--- src/rtl/mem_port_arbiter_pkg.sv ---
`default_nettype none
// =============================================================================
// Module      : mem_arb_pkg
// Description : Shared types and default widths for the memory port arbiter.
// Revision    : 1.0 - initial release
// =============================================================================
package mem_arb_pkg;

    localparam int DEF_ADDR_W       = 32;
    localparam int DEF_DATA_W       = 32;
    localparam int DEF_STARVE_LIMIT = 4;

    typedef enum logic [1:0] {
        IDLE = 2'd0,
        REQ  = 2'd1,
        WAIT = 2'd2
    } state_t;

    typedef enum logic {
        OWN_INST = 1'b0,
        OWN_DATA = 1'b1
    } owner_t;

endpackage
`default_nettype wire

--- src/rtl/mem_port_arbiter_if.sv ---
`default_nettype none
// =============================================================================
// Module      : mem_port_arbiter_if
// Description : Fetch, load/store and SRAM-style memory bus signals of the arbiter.
// Revision    : 1.0 - initial release
// =============================================================================
interface mem_port_arbiter_if
    import mem_arb_pkg::*;
#(
    parameter int ADDR_W = DEF_ADDR_W,
    parameter int DATA_W = DEF_DATA_W
);
    logic                  inst_req;
    logic [ADDR_W-1:0]     inst_addr;
    logic                  inst_ready;
    logic                  inst_rvalid;
    logic [DATA_W-1:0]     inst_rdata;

    logic                  data_req;
    logic [DATA_W/8-1:0]   data_wstrb;
    logic [ADDR_W-1:0]     data_addr;
    logic [DATA_W-1:0]     data_wdata;
    logic                  data_ready;
    logic                  data_rvalid;
    logic [DATA_W-1:0]     data_rdata;

    logic                  mem_req;
    logic [DATA_W/8-1:0]   mem_wstrb;
    logic [ADDR_W-1:0]     mem_addr;
    logic [DATA_W-1:0]     mem_wdata;
    logic                  mem_ack;
    logic                  mem_rvalid;
    logic [DATA_W-1:0]     mem_rdata;

    // Arbiter side
    modport slave (
        input  inst_req, inst_addr,
        input  data_req, data_wstrb, data_addr, data_wdata,
        input  mem_ack, mem_rvalid, mem_rdata,
        output inst_ready, inst_rvalid, inst_rdata,
        output data_ready, data_rvalid, data_rdata,
        output mem_req, mem_wstrb, mem_addr, mem_wdata
    );

    // Core + memory side
    modport master (
        output inst_req, inst_addr,
        output data_req, data_wstrb, data_addr, data_wdata,
        output mem_ack, mem_rvalid, mem_rdata,
        input  inst_ready, inst_rvalid, inst_rdata,
        input  data_ready, data_rvalid, data_rdata,
        input  mem_req, mem_wstrb, mem_addr, mem_wdata
    );

endinterface
`default_nettype wire

--- src/rtl/mem_port_arbiter_starve_counter.sv ---
`default_nettype none
// =============================================================================
// Module      : starve_counter
// Description : Saturating count of fetch arbitration losses.
// Revision    : 1.0 - initial release
// =============================================================================
module starve_counter #(
    parameter int LIMIT = 4,
    parameter int CNT_W = 4
) (
    input  logic clock,
    input  logic reset,
    input  logic inc,
    input  logic clr,
    output logic at_limit
);

    localparam logic [CNT_W-1:0] C_LIMIT = CNT_W'(LIMIT);

    logic [CNT_W-1:0] r_cnt;

    always_ff @(posedge clock or posedge reset) begin
        if (reset) begin
            r_cnt <= '0;
        end else if (clr) begin
            r_cnt <= '0;
        end else if (inc && (r_cnt != C_LIMIT)) begin
            r_cnt <= r_cnt + CNT_W'(1);
        end
    end

    assign at_limit = (r_cnt == C_LIMIT);

endmodule
`default_nettype wire

--- src/rtl/mem_port_arbiter.sv ---
`default_nettype none
// =============================================================================
// Module      : mem_port_arbiter
// Description : Shares one memory port between fetch and load/store requesters.
// Revision    : 1.0 - initial release
// =============================================================================
module mem_port_arbiter
    import mem_arb_pkg::*;
#(
    parameter int ADDR_W       = DEF_ADDR_W,
    parameter int DATA_W       = DEF_DATA_W,
    parameter int STARVE_LIMIT = DEF_STARVE_LIMIT
) (
    input  logic              clock,
    input  logic              reset,
    mem_port_arbiter_if.slave bus
);

    localparam int STRB_W = DATA_W / 8;

    state_t              r_state;
    state_t              w_state_nxt;
    owner_t              r_owner;
    logic [ADDR_W-1:0]   r_addr;
    logic [DATA_W-1:0]   r_wdata;
    logic [STRB_W-1:0]   r_wstrb;

    logic                w_inst_win;
    logic                w_data_win;
    logic                w_starve_hit;
    logic                w_resp;

    starve_counter #(
        .LIMIT (STARVE_LIMIT),
        .CNT_W (4)
    ) u_starve (
        .clock    (clock),
        .reset    (reset),
        .inc      (w_data_win && bus.inst_req),
        .clr      (w_inst_win),
        .at_limit (w_starve_hit)
    );

    // Data normally wins; fetch wins when alone or once it has been starved long enough.
    always_comb begin
        w_state_nxt = r_state;
        w_inst_win  = 1'b0;
        w_data_win  = 1'b0;
        case (r_state)
            IDLE: begin
                if (bus.inst_req && (!bus.data_req || w_starve_hit)) begin
                    w_inst_win = 1'b1;
                end else if (bus.data_req) begin
                    w_data_win = 1'b1;
                end
                if (w_inst_win || w_data_win) begin
                    w_state_nxt = REQ;
                end
            end
            REQ: begin
                if (bus.mem_ack) begin
                    w_state_nxt = WAIT;
                end
            end
            WAIT: begin
                if (bus.mem_rvalid) begin
                    w_state_nxt = IDLE;
                end
            end
            default: begin
                w_state_nxt = IDLE;
            end
        endcase
    end

    always_ff @(posedge clock or posedge reset) begin
        if (reset) begin
            r_state <= IDLE;
        end else begin
            r_state <= w_state_nxt;
        end
    end

    always_ff @(posedge clock or posedge reset) begin
        if (reset) begin
            r_owner <= OWN_DATA;
            r_addr  <= '0;
            r_wdata <= '0;
            r_wstrb <= '0;
        end else if (w_inst_win) begin
            r_owner <= OWN_INST;
            r_addr  <= bus.inst_addr;
            r_wdata <= '0;
            r_wstrb <= '0;
        end else if (w_data_win) begin
            r_owner <= OWN_DATA;
            r_addr  <= bus.data_addr;
            r_wdata <= bus.data_wdata;
            r_wstrb <= bus.data_wstrb;
        end
    end

    assign w_resp          = (r_state == WAIT) && bus.mem_rvalid;

    assign bus.inst_ready  = w_inst_win;
    assign bus.data_ready  = w_data_win;
    assign bus.inst_rvalid = w_resp && (r_owner == OWN_INST);
    assign bus.data_rvalid = w_resp && (r_owner == OWN_DATA);
    assign bus.inst_rdata  = bus.mem_rdata;
    assign bus.data_rdata  = bus.mem_rdata;

    assign bus.mem_req     = (r_state == REQ);
    assign bus.mem_addr    = r_addr;
    assign bus.mem_wdata   = r_wdata;
    assign bus.mem_wstrb   = r_wstrb;

endmodule
`default_nettype wire

--- src/flat_wrapper.sv ---
// flat-port wrapper written by rule: the top's interface ports become plain ports
module mem_port_arbiter_flat import mem_arb_pkg::*;
#(
    parameter int ADDR_W       = DEF_ADDR_W,
    parameter int DATA_W       = DEF_DATA_W,
    parameter int STARVE_LIMIT = DEF_STARVE_LIMIT
)
  (clock, reset, bus_inst_req, bus_inst_addr, bus_data_req, bus_data_wstrb, bus_data_addr, bus_data_wdata, bus_mem_ack, bus_mem_rvalid, bus_mem_rdata, bus_inst_ready, bus_inst_rvalid, bus_inst_rdata, bus_data_ready, bus_data_rvalid, bus_data_rdata, bus_mem_req, bus_mem_wstrb, bus_mem_addr, bus_mem_wdata);
  mem_port_arbiter_if #(.ADDR_W(ADDR_W), .DATA_W(DATA_W)) bus_i ();
  input  logic clock;
  input  logic reset;
  input wire logic [$bits(bus_i.inst_req)-1:0] bus_inst_req;
  input wire logic [$bits(bus_i.inst_addr)-1:0] bus_inst_addr;
  input wire logic [$bits(bus_i.data_req)-1:0] bus_data_req;
  input wire logic [$bits(bus_i.data_wstrb)-1:0] bus_data_wstrb;
  input wire logic [$bits(bus_i.data_addr)-1:0] bus_data_addr;
  input wire logic [$bits(bus_i.data_wdata)-1:0] bus_data_wdata;
  input wire logic [$bits(bus_i.mem_ack)-1:0] bus_mem_ack;
  input wire logic [$bits(bus_i.mem_rvalid)-1:0] bus_mem_rvalid;
  input wire logic [$bits(bus_i.mem_rdata)-1:0] bus_mem_rdata;
  output wire logic [$bits(bus_i.inst_ready)-1:0] bus_inst_ready;
  output wire logic [$bits(bus_i.inst_rvalid)-1:0] bus_inst_rvalid;
  output wire logic [$bits(bus_i.inst_rdata)-1:0] bus_inst_rdata;
  output wire logic [$bits(bus_i.data_ready)-1:0] bus_data_ready;
  output wire logic [$bits(bus_i.data_rvalid)-1:0] bus_data_rvalid;
  output wire logic [$bits(bus_i.data_rdata)-1:0] bus_data_rdata;
  output wire logic [$bits(bus_i.mem_req)-1:0] bus_mem_req;
  output wire logic [$bits(bus_i.mem_wstrb)-1:0] bus_mem_wstrb;
  output wire logic [$bits(bus_i.mem_addr)-1:0] bus_mem_addr;
  output wire logic [$bits(bus_i.mem_wdata)-1:0] bus_mem_wdata;
  assign bus_i.inst_req = bus_inst_req;
  assign bus_i.inst_addr = bus_inst_addr;
  assign bus_i.data_req = bus_data_req;
  assign bus_i.data_wstrb = bus_data_wstrb;
  assign bus_i.data_addr = bus_data_addr;
  assign bus_i.data_wdata = bus_data_wdata;
  assign bus_i.mem_ack = bus_mem_ack;
  assign bus_i.mem_rvalid = bus_mem_rvalid;
  assign bus_i.mem_rdata = bus_mem_rdata;
  assign bus_inst_ready = bus_i.inst_ready;
  assign bus_inst_rvalid = bus_i.inst_rvalid;
  assign bus_inst_rdata = bus_i.inst_rdata;
  assign bus_data_ready = bus_i.data_ready;
  assign bus_data_rvalid = bus_i.data_rvalid;
  assign bus_data_rdata = bus_i.data_rdata;
  assign bus_mem_req = bus_i.mem_req;
  assign bus_mem_wstrb = bus_i.mem_wstrb;
  assign bus_mem_addr = bus_i.mem_addr;
  assign bus_mem_wdata = bus_i.mem_wdata;
  mem_port_arbiter #(.ADDR_W(ADDR_W), .DATA_W(DATA_W), .STARVE_LIMIT(STARVE_LIMIT)) u_core (.clock(clock), .reset(reset), .bus(bus_i));
endmodule
--- config.mk ---
export PLATFORM = sky130hd
export DESIGN_NAME = mem_port_arbiter_flat
export DESIGN_NICKNAME = d
export VERILOG_FILES = /design/src/rtl/mem_port_arbiter_pkg.sv /design/src/rtl/mem_port_arbiter_if.sv /design/src/rtl/mem_port_arbiter_starve_counter.sv /design/src/rtl/mem_port_arbiter.sv /design/src/flat_wrapper.sv
export SDC_FILE = /design/constraint.sdc
export NUM_CORES = 1
export LEC_CHECK = 0
export ABC_AREA = 1
export CORE_AREA = 2 2 105 107
export DETAILED_ROUTE_END_ITERATION = 6
export DIE_AREA = 0 0 107 109
export DONT_BUFFER_PORTS = 1
export PLACE_DENSITY_LB_ADDON = 0.15
export SLEW_MARGIN = 20
export SYNTH_ARGS = -nofsm -noshare
export SYNTH_HDL_FRONTEND = slang
export SYNTH_HIERARCHICAL = 1
export SYNTH_SLANG_ARGS = --single-unit
--- constraint.sdc ---
create_clock -name clock -period 2.9 [get_ports clock]
set_clock_uncertainty 0.15 [all_clocks]
set_input_delay 0.435 -clock clock [delete_from_list [all_inputs] [get_ports clock]]
set_output_delay 0.435 -clock clock [all_outputs]
set_load 0.01 [all_outputs]
# Yosys cells after proc, flatten, opt, wreduce, memory -nomap -nowiden
# Index checks and enable logic that the tools add are counted.
totals:
  ff_bits: 75
  n_memories: 0
  rom_bits: 0
  out_inout_bits: 137
  latchBits: 0
  inputBits: 138
  elab_cells: 49
  mem_bits_rw: 0
classes:
  muxes: 21
  n_reduce_logical: 13
  mul: 0
  div_mod_pow: 0
  shift: 0
  eq_ne: 7
  bitwise: 1
  n_lt_le_gt_ge: 0
  n_addsub: 1
ops:
  columns: ["operator", "count"]
  rows:
  - ["2-to-1 mux 32 bit", 4]
  - ["2-to-1 mux 4 bit", 4]
  - ["2-to-1 mux 1 bit", 9]
  - ["logical AND 1 bit", 6]
  - ["2-to-1 mux 2 bit", 3]
  - ["case mux 2 bit (3 select lines)", 1]
  - ["adder 4 x 1 -> 4 bit (second input constant)", 1]
  - ["== test 4 x 3 -> 1 bit (second input constant)", 1]
  - ["!= test 2 bit (second input constant)", 2]
  - ["!= test 4 x 3 -> 1 bit (second input constant)", 1]
  - ["nonzero test 2 bit", 2]
  - ["AND reduction 3 bit", 1]
  - ["== test 2 x 1 -> 1 bit (second input constant)", 1]
  - ["== test 2 bit (second input constant)", 1]
  - ["zero test 2 bit", 1]
  - ["logical OR 1 bit", 2]
  - ["!= test 2 x 1 -> 1 bit (second input constant)", 1]
  - ["zero test 1 bit", 1]
  - ["NOT 1 bit", 1]

# Logic depth before layout (Yosys ltp)
logic_depth:
  depth_word: 10
  ltp_mapped: 15
  ltp_nobuf: 14

# Modules after synthesis
# The synthesis kept the hierarchy.
modules_own_cells:
  columns: ["mod", "area_each_um2", "seq_area_each_um2", "instances", "cells_each"]
  rows:
  - ["mem_port_arbiter", 3872.5, 1778.0, 1, 466]
  - ["starve_counter", 256.5, 100.1, 1, 33]

# Least setup slack after synthesis
# Ideal clock, no wire load.
synth_path:
  kind: "register -> register"
  start: "register u_core.u_starve.r_cnt[0]"
  end: "register u_core.u_starve.r_cnt[3]"
  stages_incl_launch_ff: 16
  t_required_ns: 2.632
  setup_ns: 0.118
  n_path_buf: 1
  setup_slack_ns: 0.963
  t_arrival_ns: 1.669
  period_less_slack_ns: 1.937
  path_cell_list: "dfrtp_1 inv_1 ha_1 nand2_1 nor2_2 a21oi_1 nand2_1 inv_2 buf_2 nand2_1 inv_1 inv_1 nor2_2 nor2_4 nand2_1 nand2_1"
synth_between:
  elab_chain_cells: 9
  word_cells_on_any_way: 16
  cone_classes: "1 x add/sub; 2 x eq/ne; 8 x mux; 5 x reduce/logical"
synth_rtl:
  columns: ["item", "line_no", "source"]
  rows:
  - ["start, declared", "mem_port_arbiter_starve_counter.sv:20", "logic [CNT_W-1:0] r_cnt;"]
  - ["start signal, assigned", "mem_port_arbiter_starve_counter.sv:28", "r_cnt <= r_cnt + CNT_W'(1);"]
  - ["== test 4 x 3 -> 1 bit", "mem_port_arbiter_starve_counter.sv:32", "assign at_limit = (r_cnt == C_LIMIT);"]
  - ["net u_core.w_starve_hit", "mem_port_arbiter.sv:30", "logic w_starve_hit;"]
  - ["logical OR 1 bit", "mem_port_arbiter.sv:51", "if (bus.inst_req && (!bus.data_req || w_starve_hit)) begin"]
  - ["logical AND 1 bit", "mem_port_arbiter.sv:51", null]
  - ["2-to-1 mux 1 bit", "mem_port_arbiter.sv:51", null]
  - ["2-to-1 mux 1 bit (2 in series)", "mem_port_arbiter.sv:49", "case (r_state)"]
  - ["net bus_data_ready", "flat_wrapper.sv:24", "output wire logic [$bits(bus_i.data_ready)-1:0] bus_data_ready;"]
  - ["logical AND 1 bit", "mem_port_arbiter.sv:39", ".inc (w_data_win && bus.inst_req),"]
  - ["logical AND 1 bit", "mem_port_arbiter_starve_counter.sv:27", "end else if (inc && (r_cnt != C_LIMIT)) begin"]
  - ["nonzero test 2 bit (no source line)", null, null]
# The timed path passes the listed nets, and every way through them passes these cells. The select of a mux whose other input is x is not followed.
# A chain may end at the register's enable or synchronous reset.

# Worst setup path after layout
layout_path:
  start: "register u_core.u_starve.r_cnt[0]"
  end: "output bus_data_ready"
layout_between:
  elab_chain_cells: 6
layout_rtl:
  columns: ["item", "line_no"]
  rows:
  - ["== test 4 x 3 -> 1 bit", "mem_port_arbiter_starve_counter.sv:32"]
  - ["net u_core.w_starve_hit", "mem_port_arbiter.sv:30"]
  - ["logical OR 1 bit", "mem_port_arbiter.sv:51"]
  - ["logical AND 1 bit", "mem_port_arbiter.sv:51"]
  - ["2-to-1 mux 1 bit", "mem_port_arbiter.sv:51"]
  - ["2-to-1 mux 1 bit (2 in series)", "mem_port_arbiter.sv:49"]
  - ["end, declared", "flat_wrapper.sv:24"]
# The timed path passes the listed nets, and every way through them passes these cells. The select of a mux whose other input is x is not followed.

==> reports/qor.txt <==
GRT Overall Usage: 19.4%
Clk sinks: 75
Fin. Hold Viols: 0
Final Cycle Share: 82.3%
Critical Path AT: 1.80 ns
Die width: 107 microns
Area Overhead vs Synth: -5.33%
Slew @ Worst Pin: 0.765 ns
CTS tree: yes
Fillers: 1109
Final setup violation count: 0
CTS H-tree depth: 3
Worst Path Required: 2.32 ns
Core Util, Final: 36.9%
Drt first pass iters: 4
Cell count after synthesis: 499
Status: completed
Yosys reg bits: 75
Worst-path clk slew: 0.09 ns
Hold slack: 0.0278 ns
Static Leak: 1.90 nW
Placed cell areas: 3700 sq um
Max Clk Rate: 0.419 GHz
CP Capture Type: output port
Vias/cell: 5.32
Library cells used by synthesis: 22
Final instance area: 3910 sq um
Synthesized area: 4130 sq um
Global-route wire length before repair: 17.1 mm
Register area share after synthesis: 45.5%
Max-Slew Margin vs Limit: 49.0%
Design Power: 0.00433 W
Post-route ant nets: 0
Fin crit period: 2.39 ns
Total setup buffers inserted after CTS: 0
Maximum Capacitance Violations: 0
Initial antenna violation count: 1
CTS max path bufs: 2
CP peak stage delay: 0.40 ns
Via count: 3019
CP startpoint kind: flop
Final slew viol count: 0
Port bufs: 0
Unrepaired setup endpoints after global routing: false
Critical path class: reg -> out
Post-cts resize count: 0
Starting DRT DRC Count: 229
Hold Path Class: in -> reg
Synthesized area per cell: 8.27 sq um
DRT Wirelength: 11.5 mm
Vias in the first global route: 3003
# nets final: 561
FF-to-FF setup slack: 0.91 ns
Worst-skew pair later-pin latency: 0.36 ns
Die height: 109 microns
Grt ovf: 0
Setup TNS: 0 ns
DR WL/cell: 20.3 microns
RD Place Congestion: 0.766
Fraction of layout instances using a drive strength above 1: 8.22%
Cell mode on critical path: nand2_1
Core Region: 10600 sq um
Largest net degree at the start of global routing: 55
Leading cell types in the layout, fill and taps excluded: nand2_1 (153), dfrtp_1 (74), a21oi_1 (63)
DIE AREA: 11700 sq um
Io pins: 275
Starting Density: 38.9%
Critical path's slowest cell: dfrtp_1
Cells along the critical path: inv_1 > ha_1 > nand2_1 > nor2_2 > a21oi_1 > nand2_1 > inv_2 > buf_4
Syn Nets: 639
Drt drc: 0
Most common cell after layout, fill and taps aside: nand2_1
Dpl hpwl: 8.01 mm
Maximum vdd drop: 360 uV
Worst-path maximum fanout: 37
Cts bufs inserted: 9
Yosys warning total: 6
P per Cell Area: 1110 nW/um^2
FP Rows: 38
Root Driver: clkbuf_8
==> power by group <==
part           internal (W)  switching [W]
Combinational      0.000461       0.000954
Sequential          0.00153       0.000606
Clock              0.000341       0.000433
Total               0.00233        0.00199
==> cells by family after synthesis <==
logic type / count (synthesis) / synth area share [%]
and+or+nand+nor: 238 / 27.7
adders and majority gates: 2 / 0.606
DFF: 75 / 45.5
buffers and inverters: 115 / 17.8
AOI/OAI and AO/OA: 69 / 8.42
==> metrics by stage <==
step | setup slack (ns) | instances
4_1_cts | 0.485 | 565
3_3_place_gp | 0.920 | 548
3_5_place_dp | 0.885 | 548
5_1_grt | 0.324 | 567
2_1_floorplan | 0.520 | 499
6_report | 0.512 | 567
==> registers in the layout (all words and copies together) (netlist names) <==
register / flops
u_core/bus.mem_wstrb: 4
u_core/bus.mem_addr: 32
u_core/u_starve/r_cnt: 4
u_core/r_state: 2
u_core/r_owner: 1
u_core/bus.mem_wdata: 32
==> Yosys cell counts <==
library cell | number | area, sq um
nand3_1 | 5 | 25.0
inv_2 | 2 | 7.51
inv_1 | 14 | 52.6
nor2_2 | 2 | 12.5
o31ai_1 | 1 | 7.51
nand3_2 | 1 | 10.0
buf_6 | 3 | 33.8
nor2_4 | 2 | 22.5
nand2_1 | 153 | 574
o21ai_0 | 5 | 25.0
nand3b_1 | 33 | 248
or2_2 | 1 | 6.26
dfstp_2 | 1 | 26.3
buf_4 | 69 | 518
nor2_1 | 5 | 18.8
clkbuf_1 | 9 | 33.8
ha_1 | 2 | 25.0
dfrtp_1 | 74 | 1850
nand2_2 | 1 | 6.26
buf_2 | 18 | 90.1
nand4_1 | 35 | 219
a21oi_1 | 63 | 315
==> per-layer routing <==
metal | share of wire [%] | routed length (microns) | GRT usage, % | vias to the layer above
li1 | - | - | - | 1418
met1 | 38 | 4390 | 22.3 | 1420
met2 | 51 | 5840 | 32.6 | 153
met3 | 8.5 | 983 | 7.17 | 28
met5 | 0 | 0 | 0 | -
met4 | 2.7 | 308 | 8.63 | 0
==> worst max-delay path: cells and delay by family, from the launching register on <==
family                     cells  cell delay (ns)
AOI/OAI and AO/OA              1             0.12
adders and majority gates      1             0.19
DFF                            1             0.40
buffers and inverters          3             0.50
and+or+nand+nor                3             0.24
==> path summary, 6_finish.rpt <==
check | start | end | depth (start not counted)
max in group asynchronous | reset | u_core/r_owner | 3
max reg2reg | u_core/u_starve/r_cnt[0] | u_core/u_starve/r_cnt[1] | 11
max | u_core/u_starve/r_cnt[0] | bus_data_ready | 8
min reg2reg | u_core/r_owner | u_core/r_owner | 2
min | bus_data_wdata[8] | u_core/bus.mem_wdata[8] | 2
min in group asynchronous | reset | u_core/u_starve/r_cnt[0] | 2
==> cell type report <==
type / instances / area, sq um / share of cell area [%]
Sequential cell: 75 / 1880 / 48.0
Clock buffer: 10 / 138 / 3.52
Inverter: 16 / 60.1 / 1.54
Timing Repair Buffer: 10 / 92.6 / 2.37
Antenna cell: 1 / 2.50 / 0.0640
Clock inverter: 6 / 47.5 / 1.22
Tap cell: 140 / 175 / 4.48
Multi-Input combinational cell: 309 / 1520 / 38.8
==> repair_timing <==
action / 4_1_cts / 5_1_grt
hold buffers: 1 / 1
hold endpoints to repair: 35 / 1
setup endpoints to repair: 0 / 0
(Power assumes the default switching activity.)
